<file path="src/rtl/julia_pkg.sv">
// Shared types and bus constants for the pixel writer path.
package julia_pkg;

    localparam int unsigned PIX_ADDR_W  = 32;
    localparam int unsigned PIX_COLOR_W = 8;
    localparam int unsigned BUS_DATA_W  = 32;
    localparam int unsigned BUS_BE_W    = 4;

    typedef enum logic {
        IDLE  = 1'b0,
        WRITE = 1'b1
    } pixel_writer_state_t;

    typedef struct packed {
        logic [PIX_ADDR_W-1:0]  addr;
        logic [PIX_COLOR_W-1:0] color;
    } pixel_entry_t;

endpackage

</file>
<file path="src/rtl/pixel_fifo.sv">
// Synchronous FIFO of pixel entries; pointers carry an extra wrap bit for full/empty.
module pixel_fifo
    import julia_pkg::*;
#(
    parameter int unsigned DEPTH = 4
) (
    input  logic         clk,
    input  logic         n_rst,
    input  logic         push,
    input  logic         pop,
    input  pixel_entry_t wdata,
    output pixel_entry_t rdata,
    output logic         full,
    output logic         empty
);

    localparam int unsigned PTR_W = $clog2(DEPTH);
    localparam int unsigned CNT_W = PTR_W + 1;

    pixel_entry_t     mem_q [DEPTH];
    logic [CNT_W-1:0] wr_q, wr_d;
    logic [CNT_W-1:0] rd_q, rd_d;
    logic             do_push;
    logic             do_pop;

    // Status flags and gated handshakes; a full FIFO refuses pushes even with a concurrent pop.
    always_comb begin
        empty   = (wr_q == rd_q);
        full    = (wr_q[PTR_W] != rd_q[PTR_W]) && (wr_q[PTR_W-1:0] == rd_q[PTR_W-1:0]);
        do_push = push && !full;
        do_pop  = pop && !empty;
        wr_d    = do_push ? wr_q + CNT_W'(1) : wr_q;
        rd_d    = do_pop  ? rd_q + CNT_W'(1) : rd_q;
        rdata   = mem_q[rd_q[PTR_W-1:0]];
    end

    // Pointer registers.
    always_ff @(posedge clk) begin
        if (!n_rst) begin
            wr_q <= '0;
            rd_q <= '0;
        end else begin
            wr_q <= wr_d;
            rd_q <= rd_d;
        end
    end

    // Storage array; contents need no reset since the pointers gate visibility.
    always_ff @(posedge clk) begin
        if (do_push) begin
            mem_q[wr_q[PTR_W-1:0]] <= wdata;
        end
    end

endmodule

</file>
<file path="src/rtl/pixel_writer.sv">
// Buffers rendered pixels and drains them as single-byte writes on a 32-bit master port.
module pixel_writer
    import julia_pkg::*;
#(
    parameter int unsigned DEPTH   = 4,
    parameter int unsigned COLOR_W = PIX_COLOR_W,
    parameter int unsigned ADDR_W  = PIX_ADDR_W
) (
    input  logic                  clk,
    input  logic                  n_rst,
    input  logic                  in_valid,
    output logic                  in_ready,
    input  logic [ADDR_W-1:0]     in_addr,
    input  logic [COLOR_W-1:0]    in_color,
    output logic                  m_write,
    output logic [ADDR_W-1:0]     m_address,
    output logic [BUS_DATA_W-1:0] m_writedata,
    output logic [BUS_BE_W-1:0]   m_byteenable,
    input  logic                  m_waitrequest,
    input  logic                  clear_count,
    output logic [31:0]           pixel_count,
    output logic                  idle
);

    pixel_writer_state_t   state_q, state_d;
    logic                  m_write_q, m_write_d;
    logic [ADDR_W-1:0]     m_address_q, m_address_d;
    logic [BUS_DATA_W-1:0] m_writedata_q, m_writedata_d;
    logic [BUS_BE_W-1:0]   m_byteenable_q, m_byteenable_d;
    logic [31:0]           pixel_count_q, pixel_count_d;

    pixel_entry_t fifo_wdata;
    pixel_entry_t fifo_head;
    logic         fifo_full;
    logic         fifo_empty;
    logic         fifo_pop;
    logic         complete;

    assign fifo_wdata = '{addr: in_addr, color: in_color};

    pixel_fifo #(
        .DEPTH (DEPTH)
    ) u_fifo (
        .clk   (clk),
        .n_rst (n_rst),
        .push  (in_valid),
        .pop   (fifo_pop),
        .wdata (fifo_wdata),
        .rdata (fifo_head),
        .full  (fifo_full),
        .empty (fifo_empty)
    );

    // Next-state, pop decision and output-register loads.
    always_comb begin
        state_d        = state_q;
        m_write_d      = m_write_q;
        m_address_d    = m_address_q;
        m_writedata_d  = m_writedata_q;
        m_byteenable_d = m_byteenable_q;
        fifo_pop       = 1'b0;
        complete       = 1'b0;

        unique case (state_q)
            IDLE: begin
                if (!fifo_empty) begin
                    fifo_pop  = 1'b1;
                    m_write_d = 1'b1;
                    state_d   = WRITE;
                end
            end
            WRITE: begin
                if (!m_waitrequest) begin
                    complete = 1'b1;
                    if (!fifo_empty) begin
                        fifo_pop = 1'b1;
                    end else begin
                        m_write_d = 1'b0;
                        state_d   = IDLE;
                    end
                end
            end
            default: begin
                m_write_d = 1'b0;
                state_d   = IDLE;
            end
        endcase

        if (fifo_pop) begin
            m_address_d    = {fifo_head.addr[ADDR_W-1:2], 2'b00};
            m_byteenable_d = BUS_BE_W'(4'b0001 << fifo_head.addr[1:0]);
            m_writedata_d  = {4{fifo_head.color}};
        end

        if (clear_count) begin
            pixel_count_d = '0;
        end else if (complete) begin
            pixel_count_d = pixel_count_q + 32'd1;
        end else begin
            pixel_count_d = pixel_count_q;
        end
    end

    // State, bus output and counter registers.
    always_ff @(posedge clk) begin
        if (!n_rst) begin
            state_q        <= IDLE;
            m_write_q      <= 1'b0;
            m_address_q    <= '0;
            m_writedata_q  <= '0;
            m_byteenable_q <= '0;
            pixel_count_q  <= '0;
        end else begin
            state_q        <= state_d;
            m_write_q      <= m_write_d;
            m_address_q    <= m_address_d;
            m_writedata_q  <= m_writedata_d;
            m_byteenable_q <= m_byteenable_d;
            pixel_count_q  <= pixel_count_d;
        end
    end

    assign in_ready     = !fifo_full;
    assign idle         = (state_q == IDLE) && fifo_empty;
    assign m_write      = m_write_q;
    assign m_address    = m_address_q;
    assign m_writedata  = m_writedata_q;
    assign m_byteenable = m_byteenable_q;
    assign pixel_count  = pixel_count_q;

endmodule

</file>
<file path="config.mk">
export PLATFORM = sky130hd
export DESIGN_NAME = pixel_writer
export DESIGN_NICKNAME = d
export VERILOG_FILES = /design/src/rtl/julia_pkg.sv /design/src/rtl/pixel_fifo.sv /design/src/rtl/pixel_writer.sv
export SDC_FILE = /design/constraint.sdc
export NUM_CORES = 1
export LEC_CHECK = 0
export CAP_MARGIN = 0
export CORE_MARGIN = 3
export CORE_UTILIZATION = 40
export DETAILED_ROUTE_END_ITERATION = 8
export GPL_TIMING_DRIVEN = 0
export MAX_ROUTING_LAYER = met4
export PLACE_DENSITY_LB_ADDON = 0.2
export RECOVER_POWER = 100
export SLEW_MARGIN = 10
export SYNTH_ARGS = -nofsm -noshare
export SYNTH_HDL_FRONTEND = slang
export SYNTH_SLANG_ARGS = --single-unit
</file>
<file path="constraint.sdc">
create_clock -name clk -period 3.4 [get_ports clk]
set_clock_uncertainty 0.05 [all_clocks]
set_input_delay 0.68 -clock clk [delete_from_list [all_inputs] [get_ports clk]]
set_output_delay 0.68 -clock clk [all_outputs]
set_load 0.03 [all_outputs]
</file>
==> flow_summary.yaml <==
grt:
  antenna_found_initial: 3
  grt_overflow_total: 0
  grt_pass1_wl_mm: 33.3
  first_global_vias: 6237
  grt_use_total_pct: 16.6
  grt_start_max_net_pins: 24
layout:
  finalNonFillerCells: 1173
  fin_nets: 888
  multi_input_area_um2: 2690
  stdcell_area_um2: 12400
  drive_above_1_share_pct: 13.4
  area_growth_pct: 29.7
  fill_cells: 1912
  ff_latch_area_um2: 6490
route:
  num_vias: 5983
  firstDrtPassIters: 4
  vias_per_cell: 5.10
  drc: 0
  drt.antenna.violating_nets: 0
  dr.first_iter.drc_count: 320
  drt-wirelength-per-cell_um: 17.9
  wl_mm: 21.0
setup_path:
  crit_path_max_fanout: 5
  crit_path_start_kind: "flip-flop"
  worstPathArrival_ns: 2.39
  slowest_delay_ns: 0.78
  end_kind: "output port"
  crit_chain: "xor2_1, nor3_1, ha_1, dlygate4sd3_1"
  cpMaxStageDelayCell: "dlygate4sd3_1"
  critPathKind: "reg2out"
  crit_required_ns: 2.67
timing:
  report.final.hold_viol_count: 0
  fin_crit_ns: 3.12
  finalMaxSlewViolations: 38
  setup_tns_ns: 0
  tightest_slew_ns: 1.60
  fin_crit_sh_pct: 91.8
  rsz0062_at_grt: "no"
  max_slew_margin_pct: -6.59
  fmax_mhz: 320
  setup_viol: 0
floorplanning:
  io_pins: 148
  die_x_um: 161
  start_util_pct: 41.4
  die_area_um2: 25800
  rows: 55
  die_y_um: 161
  core-area_um2: 23100
yosys:
  ys_ff_latch: 244
  synth_cells: 657
  syn_area_um2: 9550
  postSynthAreaPerCell_um2: 14.5
  yosysSeqAreaShare_pct: 67.9
  ys_warn_count: 0
  synth_cell_type_count: 39
status:
  violations: "max-capacitance violations, max-slew violations"
  status: "complete, but fails checks"
clock_network:
  clk_transition_reported_paths_ns: 0.06
  hold_buffers: 0
  cts_tree: "yes"
  cts-resized-gates: 0
  clk_latency_ns: 0.54
  htree_levels: 1
  cts_sinks: 244
  cts_made_buffers: 27
  clk_path_buf_depth: 3
  cts_setup_buffers: 0
  root_buffer: "clkbuf_16"
place:
  gp_congestion: 0.807
  io_buffer_count: 145
  dp_hpwl_mm: 14.0
  placed_area_um2: 11500
  dp.cells: 1120
pwr:
  ir_drop_v: 0.000469
  leakage_nw: 4.34
  power_density_nw_per_um2: 764
job:
  cap_violations: 2
min_path:
  hp-class: "reg2reg"
[where the power goes]
group | total [mW] | switching, mW | internal, mW
registers | 3.69 | 0.181 | 3.51
logic | 2.81 | 1.68 | 1.13
clock network | 2.97 | 1.14 | 1.83
total | 9.47 | 3.00 | 6.47
[cell families after synthesis]
| family | count (synthesis) | share of synthesized area [%] |
|---|---|---|
| AO/OA/AOI/OAI | 93 | 6.65 |
| multiplexers | 42 | 9.65 |
| flip-flops | 244 | 67.9 |
| buffers and inverters | 71 | 3.94 |
| adder cells (fa/ha/maj) | 7 | 0.917 |
| XOR/XNOR | 16 | 1.47 |
| AND/OR/NAND/NOR | 183 | 9.44 |
| other | 1 | 0.0392 |
[path summary, 6_finish.rpt]
check | from | endpoint | slack, ns | cells after the start
setup / recovery | u_fifo.wr_q[1] | idle | 0.28 | 4
hold / removal | m_address[21] | m_address[21] | 0.41 | 2
setup reg to reg | u_fifo.wr_q[1] | u_fifo.mem_q[1][10] | 0.39 | 4
hold reg to reg | m_address[21] | m_address[21] | 0.41 | 2
[cells in the mapped netlist (all sizes together)]
cell type / count / area (um^2)
o21a: 1 / 7.51
nor3: 2 / 10.0
edfxtp: 160 / 4800
clkbuf: 28 / 105
o21ai: 7 / 35.0
xor2: 6 / 52.6
nand2: 95 / 357
nand2b: 2 / 12.5
mux2i: 1 / 10.0
a21boi: 46 / 345
nand3b: 3 / 22.5
nand4b: 1 / 8.76
ha: 7 / 87.6
buf: 33 / 234
o31a: 2 / 17.5
nand3: 11 / 55.1
nor2b: 2 / 12.5
and2: 7 / 43.8
mux2: 1 / 11.3
and4: 3 / 26.3
and3: 1 / 6.26
nor3b: 1 / 7.51
xnor2: 10 / 87.6
a21oi: 21 / 105
nand4: 10 / 62.6
inv: 10 / 37.5
or4: 18 / 139
dfxtp: 84 / 1680
conb: 1 / 3.75
mux4: 40 / 901
o31ai: 16 / 125
or3: 10 / 62.6
nor4: 5 / 31.3
nor2: 12 / 45.0
[area by class of cell]
type                       count  share of cell area (%)
clock buffer                  41                    6.36
inverter                      10                   0.303
buffer                        61                    2.68
antenna                        3                  0.0606
multi-input combinational    343                    21.7
clock inverter                 9                    1.07
timing repair buffer         149                    12.4
sequential                   244                    52.3
tap                          313                    3.16
[flip-flops by register name (all words and copies together), names as in the netlist, named ones only]
signal and flops:
m_address 30, u_fifo.wr_q 3, u_fifo.mem_q 160, m_writedata 8, m_write 1, m_byteenable 4
pixel_count 32, u_fifo.rd_q 3, state_q 1
[critical path, delay by kind of cell (launching register included)]
kind          cells  cell delay [ns]
fa+ha+maj         1             0.20
simple gates      1             0.30
flops             1             0.36
xor+xnor          1             0.22
buf+inv           1             0.78
[routing by layer]
layer / GRT usage, % / up-vias / routed length (um)
met3: 3.53 / 31 / 1310
li1: - / 2814 / -
met2: 27.9 / 181 / 10300
met1: 20.9 / 2957 / 9000
met5: - / - / 0
met4: 3.63 / 0 / 420
[layout by cell type (no fill, tap or decap), types with 5 or more instances in the layout]
cell type,netlist,layout
nor4_1,5,5
and2_0,0,5
inv_1,10,10
clkbuf_1,28,37
o31ai_1,15,16
dlygate4sd3_1,0,143
xnor2_1,10,10
a21boi_0,46,46
nand3_1,11,11
nand4_1,10,10
mux4_2,40,40
edfxtp_1,160,160
or4_1,17,18
xor2_1,6,6
nand2_1,95,95
a21oi_1,21,21
or3_1,10,10
o21ai_0,7,7
nor2_1,12,12
dfxtp_1,84,84
buf_4,26,26
clkbuf_16,0,27
clkbuf_8,0,6
ha_1,7,7
[through the flow]
stage	total power, mW	utilization [%]	worst slack (ns)	hold WS, ns
2_1_floorplan	5.59	-	0.945	0.429
6_report	9.47	53.8	0.277	0.408
3_3_place_gp	6.69	49.5	-0.353	0.402
3_5_place_dp	6.75	49.8	0.297	0.409
5_1_grt	9.96	53.8	0.137	0.431
4_1_cts	9.74	53.8	0.336	0.417
No activity file was read; power rests on OpenSTA's default activity.
